[config.mk]
export PLATFORM = sky130hd
export DESIGN_NAME = torture_vpu_commit_reader_flat
export DESIGN_NICKNAME = d
export VERILOG_FILES = /design/src/rtl/torture_vpu_trace_pkg.sv /design/src/rtl/torture_vpu_commit_reader_if.sv /design/src/rtl/torture_vpu_evq.sv /design/src/rtl/torture_vpu_commit_reader.sv /design/src/flat_wrapper.sv
export SDC_FILE = /design/constraint.sdc
export NUM_CORES = 1
export LEC_CHECK = 0
export CAP_MARGIN = 20
export CORE_AREA = 2 2 216 218
export DETAILED_ROUTE_END_ITERATION = 10
export DIE_AREA = 0 0 218 220
export GPL_ROUTABILITY_DRIVEN = 0
export PLACE_DENSITY_LB_ADDON = 0.1
export SYNTH_ARGS = -nofsm -noshare
export SYNTH_HDL_FRONTEND = slang
export SYNTH_SLANG_ARGS = --single-unit
[constraint.sdc]
create_clock -name clk -period 5.6 [get_ports clk]
set_input_delay 1.12 -clock clk [delete_from_list [all_inputs] [get_ports clk]]
set_output_delay 1.12 -clock clk [all_outputs]
set_load 0.1 [all_outputs]
[src/rtl/torture_vpu_trace_pkg.sv]
// torture_vpu_trace_pkg: shared types, header layout and beat arithmetic for the VPU torture trace
package torture_vpu_trace_pkg;

    localparam int N_LANES        = 4;
    localparam int LANE_DW        = 64;
    localparam int VADDR_WIDTH    = 5;
    localparam int SB_WIDTH       = 4;
    localparam int CSR_VSEW_WIDTH = 3;
    localparam int CSR_VLEN_WIDTH = 8;
    localparam int EVQ_DEPTH      = 4;
    localparam int CHUNK_WIDTH    = 7;
    localparam int BEATS_WIDTH    = 8;
    localparam int BEAT_DW        = N_LANES * LANE_DW;
    localparam int BEAT_BYTES     = BEAT_DW / 8;
    localparam int BYTES_WIDTH    = CSR_VLEN_WIDTH + 5;

    localparam int HDR_SB_LSB     = 0;
    localparam int HDR_VREG_LSB   = 4;
    localparam int HDR_SEW_LSB    = 9;
    localparam int HDR_VLEN_LSB   = 12;
    localparam int HDR_WIDEN_BIT  = 20;
    localparam int HDR_ILL_BIT    = 21;
    localparam int HDR_BEATS_LSB  = 22;

    typedef struct packed {
        logic                      illegal;
        logic [VADDR_WIDTH-1:0]    vreg;
        logic [CSR_VSEW_WIDTH-1:0] sew;
        logic [CSR_VLEN_WIDTH-1:0] vlen;
        logic                      widening;
        logic [SB_WIDTH-1:0]       sb_id;
    } evt_t;

    typedef enum logic [2:0] {
        ST_IDLE,
        ST_HDR,
        ST_RD,
        ST_CAP,
        ST_OUT
    } state_t;

    // Bytes of the destination group rounded up to whole beats; the widest
    // case (vlen=255, 64-bit, widening) lands exactly on 128 beats.
    function automatic logic [BEATS_WIDTH-1:0] beat_count(input evt_t e);
        logic [BYTES_WIDTH-1:0] bytes;
        bytes = BYTES_WIDTH'(e.vlen) << e.sew;
        if (e.widening) bytes = bytes << 1;
        return e.illegal ? '0 : BEATS_WIDTH'((bytes + BYTES_WIDTH'(BEAT_BYTES - 1)) / BYTES_WIDTH'(BEAT_BYTES));
    endfunction

    function automatic logic [BEAT_DW-1:0] make_header(input evt_t e, input logic [BEATS_WIDTH-1:0] beats);
        logic [BEAT_DW-1:0] h;
        h = '0;
        h[HDR_SB_LSB +: SB_WIDTH]          = e.sb_id;
        h[HDR_VREG_LSB +: VADDR_WIDTH]     = e.vreg;
        h[HDR_SEW_LSB +: CSR_VSEW_WIDTH]   = e.sew;
        h[HDR_VLEN_LSB +: CSR_VLEN_WIDTH]  = e.vlen;
        h[HDR_WIDEN_BIT]                   = e.widening;
        h[HDR_ILL_BIT]                     = e.illegal;
        h[HDR_BEATS_LSB +: BEATS_WIDTH]    = beats;
        return h;
    endfunction

endpackage

[src/rtl/torture_vpu_commit_reader_if.sv]
// torture_vpu_commit_reader_if: valid/ready trace stream carrying header and data beats
interface torture_vpu_commit_reader_if;
    import torture_vpu_trace_pkg::*;

    logic               valid;
    logic               ready;
    logic               hdr;
    logic               last;
    logic [BEAT_DW-1:0] data;

    modport master (output valid, hdr, last, data, input ready);
    modport slave  (input valid, hdr, last, data, output ready);

endinterface

[src/rtl/torture_vpu_evq.sv]
// torture_vpu_evq: completion event FIFO that accepts a push into a full queue when a pop frees a slot that cycle
module torture_vpu_evq
    import torture_vpu_trace_pkg::*;
(
    input  logic clk,
    input  logic rst,
    input  logic push,
    input  logic pop,
    input  evt_t din,
    output evt_t dout,
    output logic empty,
    output logic ovf
);
    localparam int AW = $clog2(EVQ_DEPTH);

    evt_t        mem [EVQ_DEPTH];
    logic [AW:0] wr_ptr;
    logic [AW:0] rd_ptr;
    logic        full;
    logic        do_push;
    logic        do_pop;

    assign empty   = wr_ptr == rd_ptr;
    assign full    = wr_ptr == {~rd_ptr[AW], rd_ptr[AW-1:0]};
    assign do_pop  = pop && !empty;
    assign do_push = push && (!full || do_pop);
    assign dout    = mem[rd_ptr[AW-1:0]];

    // Storage needs no reset; occupancy is defined by the pointers alone.
    always_ff @(posedge clk) begin
        if (do_push) mem[wr_ptr[AW-1:0]] <= din;
    end

    // Pointers advance on accepted pushes/pops; a rejected push latches the sticky overflow flag.
    always_ff @(posedge clk) begin
        if (rst) begin
            wr_ptr <= '0;
            rd_ptr <= '0;
            ovf    <= 1'b0;
        end else begin
            if (do_push) wr_ptr <= wr_ptr + 1'b1;
            if (do_pop) rd_ptr <= rd_ptr + 1'b1;
            if (push && !do_push) ovf <= 1'b1;
        end
    end

endmodule

[src/rtl/torture_vpu_commit_reader.sv]
// torture_vpu_commit_reader: turns VPU writeback completions into header+data trace packets read back from the VRF
module torture_vpu_commit_reader
    import torture_vpu_trace_pkg::*;
(
    input  logic                        clk,
    input  logic                        rst,
    input  logic                        completed_valid,
    input  logic                        completed_illegal,
    input  logic [VADDR_WIDTH-1:0]      vreg_dst,
    input  logic [CSR_VSEW_WIDTH-1:0]   sew,
    input  logic [CSR_VLEN_WIDTH-1:0]   vlen,
    input  logic                        widening,
    input  logic [SB_WIDTH-1:0]         sb_id,
    output logic                        vrf_rd_req,
    output logic [VADDR_WIDTH-1:0]      vrf_rd_vreg,
    output logic [CHUNK_WIDTH-1:0]      vrf_rd_chunk,
    input  logic [BEAT_DW-1:0]          vrf_rd_data,
    torture_vpu_commit_reader_if.master trc,
    output logic                        evq_ovf
);
    state_t                 state;
    evt_t                   evt_in;
    evt_t                   head;
    logic                   empty;
    logic                   pop;
    logic [BEATS_WIDTH-1:0] head_beats;
    logic [BEATS_WIDTH-1:0] beats;
    logic [CHUNK_WIDTH-1:0] chunk;
    logic [VADDR_WIDTH-1:0] vreg;
    logic                   last_chunk;

    assign evt_in     = '{illegal: completed_illegal, vreg: vreg_dst, sew: sew, vlen: vlen,
                          widening: widening, sb_id: sb_id};
    assign pop        = (state == ST_IDLE) && !empty;
    assign head_beats = beat_count(head);
    assign last_chunk = {1'b0, chunk} == beats - 1'b1;

    torture_vpu_evq u_evq (
        .clk   (clk),
        .rst   (rst),
        .push  (completed_valid),
        .pop   (pop),
        .din   (evt_in),
        .dout  (head),
        .empty (empty),
        .ovf   (evq_ovf)
    );

    // Packet sequencer: header, then one RD/CAP/OUT round per data beat; all outputs registered.
    always_ff @(posedge clk) begin
        if (rst) begin
            state        <= ST_IDLE;
            beats        <= '0;
            chunk        <= '0;
            vreg         <= '0;
            vrf_rd_req   <= 1'b0;
            vrf_rd_vreg  <= '0;
            vrf_rd_chunk <= '0;
            trc.valid    <= 1'b0;
            trc.hdr      <= 1'b0;
            trc.last     <= 1'b0;
            trc.data     <= '0;
        end else begin
            case (state)
                ST_IDLE: begin
                    if (!empty) begin
                        vreg      <= head.vreg;
                        beats     <= head_beats;
                        trc.valid <= 1'b1;
                        trc.hdr   <= 1'b1;
                        trc.last  <= head_beats == '0;
                        trc.data  <= make_header(head, head_beats);
                        state     <= ST_HDR;
                    end
                end
                ST_HDR: begin
                    if (trc.ready) begin
                        trc.valid <= 1'b0;
                        trc.hdr   <= 1'b0;
                        trc.last  <= 1'b0;
                        if (beats == '0) begin
                            state <= ST_IDLE;
                        end else begin
                            chunk        <= '0;
                            vrf_rd_req   <= 1'b1;
                            vrf_rd_vreg  <= vreg;
                            vrf_rd_chunk <= '0;
                            state        <= ST_RD;
                        end
                    end
                end
                ST_RD: begin
                    vrf_rd_req <= 1'b0;
                    state      <= ST_CAP;
                end
                ST_CAP: begin
                    trc.data  <= vrf_rd_data;
                    trc.valid <= 1'b1;
                    trc.last  <= last_chunk;
                    state     <= ST_OUT;
                end
                ST_OUT: begin
                    if (trc.ready) begin
                        trc.valid <= 1'b0;
                        trc.last  <= 1'b0;
                        if (trc.last) begin
                            state <= ST_IDLE;
                        end else begin
                            chunk        <= chunk + 1'b1;
                            vrf_rd_req   <= 1'b1;
                            vrf_rd_chunk <= chunk + 1'b1;
                            state        <= ST_RD;
                        end
                    end
                end
                default: state <= ST_IDLE;
            endcase
        end
    end

endmodule
[src/flat_wrapper.sv]
// flat-port wrapper written by rule: the top's interface ports become plain ports
module torture_vpu_commit_reader_flat import torture_vpu_trace_pkg::*;
  (clk, rst, completed_valid, completed_illegal, vreg_dst, sew, vlen, widening, sb_id, vrf_rd_req, vrf_rd_vreg, vrf_rd_chunk, vrf_rd_data, evq_ovf, trc_valid, trc_hdr, trc_last, trc_data, trc_ready);
  torture_vpu_commit_reader_if trc_i ();
  input  logic clk;
  input  logic rst;
  input  logic completed_valid;
  input  logic completed_illegal;
  input  logic [VADDR_WIDTH-1:0] vreg_dst;
  input  logic [CSR_VSEW_WIDTH-1:0] sew;
  input  logic [CSR_VLEN_WIDTH-1:0] vlen;
  input  logic widening;
  input  logic [SB_WIDTH-1:0] sb_id;
  output logic vrf_rd_req;
  output logic [VADDR_WIDTH-1:0] vrf_rd_vreg;
  output logic [CHUNK_WIDTH-1:0] vrf_rd_chunk;
  input  logic [BEAT_DW-1:0] vrf_rd_data;
  output logic evq_ovf;
  output wire logic [$bits(trc_i.valid)-1:0] trc_valid;
  output wire logic [$bits(trc_i.hdr)-1:0] trc_hdr;
  output wire logic [$bits(trc_i.last)-1:0] trc_last;
  output wire logic [$bits(trc_i.data)-1:0] trc_data;
  input wire logic [$bits(trc_i.ready)-1:0] trc_ready;
  assign trc_valid = trc_i.valid;
  assign trc_hdr = trc_i.hdr;
  assign trc_last = trc_i.last;
  assign trc_data = trc_i.data;
  assign trc_i.ready = trc_ready;
  torture_vpu_commit_reader u_core (.clk(clk), .rst(rst), .completed_valid(completed_valid), .completed_illegal(completed_illegal), .vreg_dst(vreg_dst), .sew(sew), .vlen(vlen), .widening(widening), .sb_id(sb_id), .vrf_rd_req(vrf_rd_req), .vrf_rd_vreg(vrf_rd_vreg), .vrf_rd_chunk(vrf_rd_chunk), .vrf_rd_data(vrf_rd_data), .trc(trc_i), .evq_ovf(evq_ovf));
endmodule
==> results of run 1 <==
[Yosys cell counts, types with 5 or more instances]
master and number:
sky130_fd_sc_hd__ha_1 8, sky130_fd_sc_hd__buf_6 6, sky130_fd_sc_hd__a211oi_1 7, sky130_fd_sc_hd__or3_1 5, sky130_fd_sc_hd__nand2_1 315, sky130_fd_sc_hd__dfxtp_1 297
sky130_fd_sc_hd__edfxtp_1 88, sky130_fd_sc_hd__o21ai_1 6, sky130_fd_sc_hd__mux2i_1 19, sky130_fd_sc_hd__xor2_1 10, sky130_fd_sc_hd__nor2b_1 6, sky130_fd_sc_hd__a31oi_1 7
sky130_fd_sc_hd__o21ai_0 10, sky130_fd_sc_hd__and3_1 6, sky130_fd_sc_hd__buf_1 12, sky130_fd_sc_hd__clkbuf_1 114, sky130_fd_sc_hd__mux2_2 6, sky130_fd_sc_hd__a21oi_1 257
sky130_fd_sc_hd__nand2b_1 6, sky130_fd_sc_hd__nor3_1 15, sky130_fd_sc_hd__inv_1 6, sky130_fd_sc_hd__mux4_2 23, sky130_fd_sc_hd__xnor2_1 17, sky130_fd_sc_hd__a311oi_1 18
sky130_fd_sc_hd__nand3_1 231, sky130_fd_sc_hd__nor2_1 57, sky130_fd_sc_hd__and2_1 5
[worst max path at each step]
| stage | start | to | slack, ns | depth (start not counted) |
|---|---|---|---|---|
| 2_1_floorplan | flip-flop | u_core.trc.data[27] | 2.60 | 12 |
| 3_3_place_gp | flip-flop | u_core.trc.data[27] | 1.77 | 9 |
| 3_5_place_dp | flip-flop | u_core.trc.data[27] | 1.67 | 9 |
| 4_1_cts | flip-flop | u_core.trc.data[27] | 1.65 | 9 |
| 5_1_grt | flip-flop | u_core.trc.data[27] | 1.38 | 9 |
| 6_report | flip-flop | u_core.trc.data[27] | 1.71 | 9 |
[through the flow]
stage	util	area, um^2	total power, uW	hold WS, ns	setup WS (ns)
2_1_floorplan	-	15200	6020	0.436	2.60
3_3_place_gp	0.460	21100	7020	0.443	1.77
3_5_place_dp	0.461	21200	7050	0.450	1.67
4_1_cts	0.494	22600	10100	0.458	1.65
5_1_grt	0.494	22700	10400	0.479	1.38
6_report	0.494	22700	9940	0.459	1.71
[cells in the final DEF, fill, tap and decap left out, drive strengths merged, types with 7 or more instances in the layout]
cell,Yosys,layout
nor3,16,16
mux2i,21,21
ha,8,8
clkinv,1,13
dfxtp,297,297
mux4,24,24
nand3,232,232
a31oi,7,7
a211oi,8,8
a311oi,18,18
edfxtp,88,88
xor2,10,10
clkbuf,114,61
buf,22,16
o21ai,18,18
clkdlybuf4s50,0,552
mux2,7,7
nand2,315,315
xnor2,17,17
nor2,58,58
a21oi,258,258
[report_power, final]
part / total, uW / internal (uW) / switching, uW
Sequential: 3300 / 3080 / 214
Clock: 2950 / 1790 / 1150
Combinational: 3690 / 1070 / 2620
[sequential cells by signal, indices dropped and copies added (netlist names), 5 cells and up, named ones only]
name,cells
u_core.vrf_rd_vreg,5
u_core.beats,8
u_core.u_evq.mem,88
u_core.trc.data,256
u_core.vreg,5
u_core.vrf_rd_chunk,7
[kinds of logic after synthesis]
| family | after synthesis |
|---|---|
| AOI/OAI and AO/OA | 332 |
| and+or+nand+nor | 664 |
| adders and majority gates | 8 |
| DFF | 385 |
| muxes | 52 |
| buffers and inverters | 143 |
| xor gates and xnor gates | 27 |
[worst register-to-register path, stage by stage, from the launching register on]
cell	delay, ns
sky130_fd_sc_hd__dfxtp_2	0.86
sky130_fd_sc_hd__mux4_2	0.84
sky130_fd_sc_hd__mux2i_4	0.29
sky130_fd_sc_hd__mux2i_1	0.22
sky130_fd_sc_hd__a21oi_1	0.17
sky130_fd_sc_hd__or3b_4	0.43
sky130_fd_sc_hd__or3_4	0.41
sky130_fd_sc_hd__xor2_1	0.19
sky130_fd_sc_hd__o311ai_2	0.17
sky130_fd_sc_hd__a211oi_2	0.22
[final cells by class]
cell class / instances / area (um^2)
well taps: 607 / 759
flip-flops and latches: 385 / 8590
clock buffers: 60 / 1250
inverters: 7 / 26.3
clock inverters: 19 / 229
diodes: 3 / 7.51
multi-input cells: 1083 / 6050
repair buffers: 569 / 5760
fillers: 4339 / 23200
[layer usage]
metal,vias to the layer above,share of wire,track usage
met5,-,0.00049,0
met4,4,0.033,0.0828
met3,95,0.066,0.0484
met2,406,0.49,0.347
met1,6555,0.41,0.266
li1,6630,-,-
==> parameters.txt, run 1 <==
Parameter                              Value

Critical path
  Slowest stage cell, crit path ... sky130_fd_sc_hd__dfxtp_2
  Type of the worst setup path ... reg2reg
  Kind of launch point of the worst setup path ... flip-flop
  Buffers & Inverters on Critical Path ... 0
  Cells along the critical path ... mux4_2 -> mux2i_4 -> mux2i_1 -> a21oi_1 -> or3b_4 -> or3_4 -> xor2_1 -> o311ai_2 -> a211oi_2
  Largest stage delay on the critical path ... 0.86 ns
  Endpoint kind of the worst setup timing path ... flip-flop
  Crit-path max FO ... 25
  Number of cell instances on the worst register-to-register path ... 9
  Delay-heaviest family, CP ... multiplexers
  CP Data Required Time ... 6.09 ns
  WP data arrival ... 4.38 ns
  R2r setup slk ... 1.71 ns
  Endpoint of the worst-slack reg-to-reg timing path ... u_core.trc.data[27]

Worst hold path
  Instance count along the most critical hold path ... 2
  Worst min-delay path startpoint ... u_core.vreg[4]
  Endpoint of the worst hold-timing path ... u_core.vreg[4]
  Class of the tightest hold or removal check ... reg2reg

Power and ir drop
  Power Dens Cells ... 438 nW/um^2
  Worst supply voltage drop on vdd ... 427 uV
  Leak pwr ... 0.00752 uW

Synth
  Post-synth cell types ... 70
  Largest family of logic cells by synthesized area ... simple AND/OR/NAND/NOR gates
  Number of enable-type register cells in the synthesized netlist ... 88
  Commonest register cell after synthesis ... sky130_fd_sc_hd__dfxtp_1
  Share of synthesized area occupied by flip-flops and latches ... 0.565
  Per-instance average area after synthesis ... 9.43 um^2
  Fraction of synthesized cell area taken by the top area cell type ... 0.391
  Share of the synthesized area in compound gates (AO/OA/AOI/OAI) ... 0.124
  Register bit total from synthesis ... 385
  Syn Std Cell Area ... 15,200 um^2
  Synthesized Nets ... 1,901
  Post-synthesis share of cell area spent on full adders, half adders and majority gates ... 0.00659
  Number of warnings reported in the yosys synthesis log ... 0
  Top post-synthesis cells by area ... sky130_fd_sc_hd__dfxtp_1, sky130_fd_sc_hd__edfxtp_1, sky130_fd_sc_hd__a21oi_1
  Xor/xnor cell area share of the yosys netlist ... 0.0156
  Library cell with the largest summed area after synthesis ... sky130_fd_sc_hd__dfxtp_1
  Multiplexer share of the synthesized area ... 0.0562
  Area fraction in and, or, nand and nor cells after synthesis ... 0.194
  Gate Count Post-Synth ... 1,611
  Post-synth ARST share ... 0

Route
  Post-detailed-route DRC marker count ... 0
  Iteration count of the initial detailed-routing pass ... 4
  Vias after detailed routing ... 13,690
  Routed via count divided by cell count ... 5.01
  Drt total wl ... 53,300 um
  Routed wire per std cell ... 19.5 um
  Detail Route Antenna Nets ... 0
  Number of violations reported at the end of detailed-routing iteration 0 ... 904

Timing
  Final hold violations ... 0
  Worst-margin pin slew ... 1.15 ns
  Worst slew margin ... 0.229
  Number of max-slew violations in the final report ... 0
  Ratio of final minimum period to clock period ... 0.695
  Top achievable clock speed ... 0.257 GHz
  Fin crit period ... 3.89 ns
  RSZ-0062 raised after global routing ... false
  # setup viols final ... 0
  Final-layout setup total negative slack ... 0 ns
  Worst-case clock skew ... 0.0242 ns

Floorplan
  Die ar. ... 48,000 um^2
  Total core area ... 45,900 um^2
  Std cell rows ... 79
  Overall die width ... 218 um
  Initial standard-cell utilization of the core ... 0.331
  Number of top-level design ports ... 555
  Die height ... 220 um

Finish
  Final standard cell count with taps included and fillers excluded ... 2,733
  Fraction of final layout cells sized beyond drive strength 1 ... 0.0636
  Growth of design area from synthesis to finish ... 49.2%
  Number of nets in the layout ... 2,380

Global routing
  Tot GR Track Use ... 0.210
  Number of antenna violations at the first check in global routing ... 5
  Largest net degree at the start of global routing ... 148
  Number of global-route vias before repair ... 12,707
  Wire length of the first global-routing pass ... 78,200 um
  Aggregate global routing overflow ... 0

Place
  Hpwl dp ... 36,500 um
  Placed cells ... 2,650
  Total of buffers placed on input and output ports ... 554

Clocking
  Post-CTS setup buffers ... 0
  Clk_lat worst skew ... 0.58 ns
  Clock H-tree levels ... 2
  Number of buffers added to fix hold violations after cts ... 0
  Clock-pin slew of the registers on the worst-case setup and hold paths ... 0.06 ns
  Inserted Clock Buffers ... 44
  Clock sink count ... 385
  TritonCTS clock tree ... yes
  PostCTS Resize Cnt ... 0
  Number of buffers between clock root and the deepest sink ... 3
  Buffer cell driving the clock tree root ... sky130_fd_sc_hd__clkbuf_16

Job
  Number of max-cap violations ... 0

Outcome
  Run status ... finished, final reports clean
Power figures use the tool's default switching activity.
==> run 2: changes to the inputs <==
==> constraint.sdc (replaced) <==
create_clock -name clk -period 3.19 [get_ports clk]
set_input_delay 0.638 -clock clk [delete_from_list [all_inputs] [get_ports clk]]
set_output_delay 0.638 -clock clk [all_outputs]
set_load 0.1 [all_outputs]
==> run 2 against run 1 <==
Against the previous run: register-to-register slack got worse by 1.6 ns; sequential power increased by 74%; cell count rose by 1.2%; utilization fell by 0.64 points; global-route usage is 0.29 points lower; first-iteration DRC count increased by 11%; critical path depth is the same; largest power group unchanged.
==> parameters.txt, run 2 (same netlist as run 1, synthesis figures left out) <==
Parameter                              Value

Critical path
  Delay-heaviest family, CP ... simple AND/OR/NAND/NOR gates
  Slowest stage cell, crit path ... sky130_fd_sc_hd__mux4_1
  WP data arrival ... 3.59 ns (-0.79 ns)
  Cells along the critical path ... mux4_1 -> buf_4 -> nor2_1 -> o41a_2 -> or3b_4 -> or3_4 -> xor2_2 -> o311ai_2 -> a211oi_2
  Buffers & Inverters on Critical Path ... 1 (+1)
  CP Data Required Time ... 3.67 ns (-2.42 ns)
  Kind of launch point of the worst setup path ... flip-flop
  Endpoint kind of the worst setup timing path ... flip-flop
  Type of the worst setup path ... reg2reg
  Crit-path max FO ... 8 (-68%)
  Largest stage delay on the critical path ... 0.70 ns (-0.16 ns)

Global routing
  Number of antenna violations at the first check in global routing ... 3 (-2)
  Number of global-route vias before repair ... 12,842 (+1.1%)
  Largest net degree at the start of global routing ... 231 (+56%)
  Wire length of the first global-routing pass ... 77,300 um (-1.1%)
  Tot GR Track Use ... 0.207 (-0.00289)
  Aggregate global routing overflow ... 0 (unchanged)

Timing
  Setup slack of the critical path after layout ... 0.0832 ns (-1.63 ns)
  Ratio of final minimum period to clock period ... 0.974 (+0.279)
  # setup viols final ... 0 (unchanged)
  Final hold violations ... 0 (unchanged)
  Worst-margin pin slew ... 1.14 ns (-0.0135 ns)
  Final-layout setup total negative slack ... 0 ns (unchanged)
  Number of max-slew violations in the final report ... 0 (unchanged)
  RSZ-0062 raised after global routing ... true
  Worst-case clock skew ... 0.0248 ns (+0.000648 ns)
  Top achievable clock speed ... 0.322 GHz (+25%)
  Fin crit period ... 3.11 ns (-0.785 ns)
  Worst slew margin ... 0.240 (+0.0114)

Job
  Number of max-cap violations ... 0 (unchanged)

Finish
  Number of nets in the layout ... 2,412 (+1.3%)
  Total area of sequential cells ... 8590 um^2 (about the same)
  Reg with most FFs ... u_core.trc.data
  Growth of design area from synthesis to finish ... 47.3%
  Most used cells in the layout excluding fill and tap cells ... sky130_fd_sc_hd__nand2_1, sky130_fd_sc_hd__buf_4, sky130_fd_sc_hd__dfxtp_1
  Most common library cell in the layout ignoring fill and taps ... sky130_fd_sc_hd__nand2_1
  Max reg flops ... 256 (unchanged)
  Multi-input gate area in the final layout ... 6110 um^2 (+1.0%)
  Fraction of final layout cells sized beyond drive strength 1 ... 0.210 (+0.146)
  Number of filler cells placed in the layout ... 4,381 (+0.97%)

Clocking
  Clk_lat worst skew ... 0.57 ns (about the same)
  Number of buffers between clock root and the deepest sink ... 3 (unchanged)
  Inserted Clock Buffers ... 44 (unchanged)
  TritonCTS clock tree ... yes
  Buffer cell driving the clock tree root ... sky130_fd_sc_hd__clkbuf_16
  Clock sink count ... 385 (unchanged)
  Number of buffers added to fix hold violations after cts ... 0 (unchanged)
  Clock H-tree levels ... 2 (unchanged)
  Clock-pin slew of the registers on the worst-case setup and hold paths ... 0.06 ns (about the same)

Worst hold path
  Worst min-delay path startpoint ... u_core.vreg[2]
  Class of the tightest hold or removal check ... reg2reg

Floorplan
  Initial standard-cell utilization of the core ... 0.331 (unchanged)
  Std cell rows ... 79 (unchanged)
  Die ar. ... 48,000 um^2 (unchanged)
  Overall die width ... 218 um (unchanged)
  Total core area ... 45,900 um^2 (unchanged)
  Number of top-level design ports ... 555 (unchanged)
  Die height ... 220 um (unchanged)

Power and ir drop
  Total chip power ... 17,900 uW (+80%)
  Worst supply voltage drop on vdd ... 781 uV (+83%)
  Leak pwr ... 0.00829 uW (+10%)
  Power Dens Cells ... 798 nW/um^2 (+82%)

Route
  Vias after detailed routing ... 13,751 (+0.45%)
  Number of violations reported at the end of detailed-routing iteration 0 ... 1,003 (+11%)
  Post-detailed-route DRC marker count ... 0 (unchanged)
  Routed wire per std cell ... 19.4 um (-0.76%)
  Iteration count of the initial detailed-routing pass ... 5 (+1)
  Routed via count divided by cell count ... 4.97 (-0.79%)
  Drt total wl ... 53,600 um (+0.47%)
  Detail Route Antenna Nets ... 0 (unchanged)

Place
  Setup WS pre-CTS ... -0.0128 ns (-1.68 ns)
  Total of buffers placed on input and output ports ... 554 (unchanged)
  Hpwl dp ... 36,200 um (-0.93%)

Outcome
  Run status ... finished, final reports clean
[run 2: cell types whose count changed in the layout (fill, tap and decap cells not counted), sizes merged]
| cell | before | now |
|---|---|---|
| clkinv | 13 | 12 |
| diode | 3 | 2 |
| bufinv | 5 | 3 |
| buf | 16 | 319 |
| clkdlybuf4s50 | 552 | 280 |
| mux4 | 24 | 25 |
| clkbuf | 61 | 69 |
| clkinvlp | 2 | 0 |
[run 2: through the flow]
step | utilization | hold WS (ns) | instance area, um^2 | cells
after floorplan | - | 0.436 | 15200 | 1611
after global placement | 0.452 | 0.443 | 20700 | 2677
after detailed placement | 0.452 | 0.449 | 20700 | 2677
after CTS | 0.485 | 0.457 | 22200 | 2759
after global routing | 0.488 | 0.480 | 22400 | 2767
final | 0.488 | 0.454 | 22400 | 2767
[run 2: repair_timing]
action,4_1_cts,5_1_grt
cloned,0,1
gates resized for setup,1,13
buffers inserted,0,5
hold endpoints to repair,0,0
setup endpoints to repair,2,7
pin swaps,0,2
[run 2: report_power, final]
group / leakage [uW] / total [uW] / switching [uW] / internal (uW)
clock: 0.000759 / 5270 / 2050 / 3220
combinational: 0.00432 / 6860 / 4770 / 2090
sequential: 0.00321 / 5740 / 324 / 5420
[run 2: per-layer routing]
metal	vias up	global-route usage	share of wire
met1	6597	0.257	0.41
li1	6693	-	-
met4	2	0.0671	0.025
met2	384	0.347	0.49
met5	-	0	0.00026
met3	75	0.0584	0.071
[run 2: worst paths after layout]
check                         to  slack, ns  depth (start not counted)
max          u_core.trc.data[27]       0.08                          9
min               u_core.vreg[2]       0.45                          2
max reg2reg  u_core.trc.data[27]       0.08                          9
min reg2reg       u_core.vreg[2]       0.45                          2
[run 2: cell type report]
type | count | share of cell area
flip-flops and latches | 385 | 0.384
multi-input cells | 1084 | 0.273
repair buffers | 600 | 0.239
clock buffers | 68 | 0.0615
well taps | 607 | 0.0339
clock inverters | 14 | 0.00721
inverters | 7 | 0.00117
diodes | 2 | 0.000224
[run 2: worst register-to-register path: stages, from the launching register on]
cell and delay [ns]:
sky130_fd_sc_hd__dfxtp_4 0.43, sky130_fd_sc_hd__mux4_1 0.70, sky130_fd_sc_hd__buf_4 0.21, sky130_fd_sc_hd__nor2_1 0.15, sky130_fd_sc_hd__o41a_2 0.22, sky130_fd_sc_hd__or3b_4 0.39
sky130_fd_sc_hd__or3_4 0.41, sky130_fd_sc_hd__xor2_2 0.15, sky130_fd_sc_hd__o311ai_2 0.16, sky130_fd_sc_hd__a211oi_2 0.20
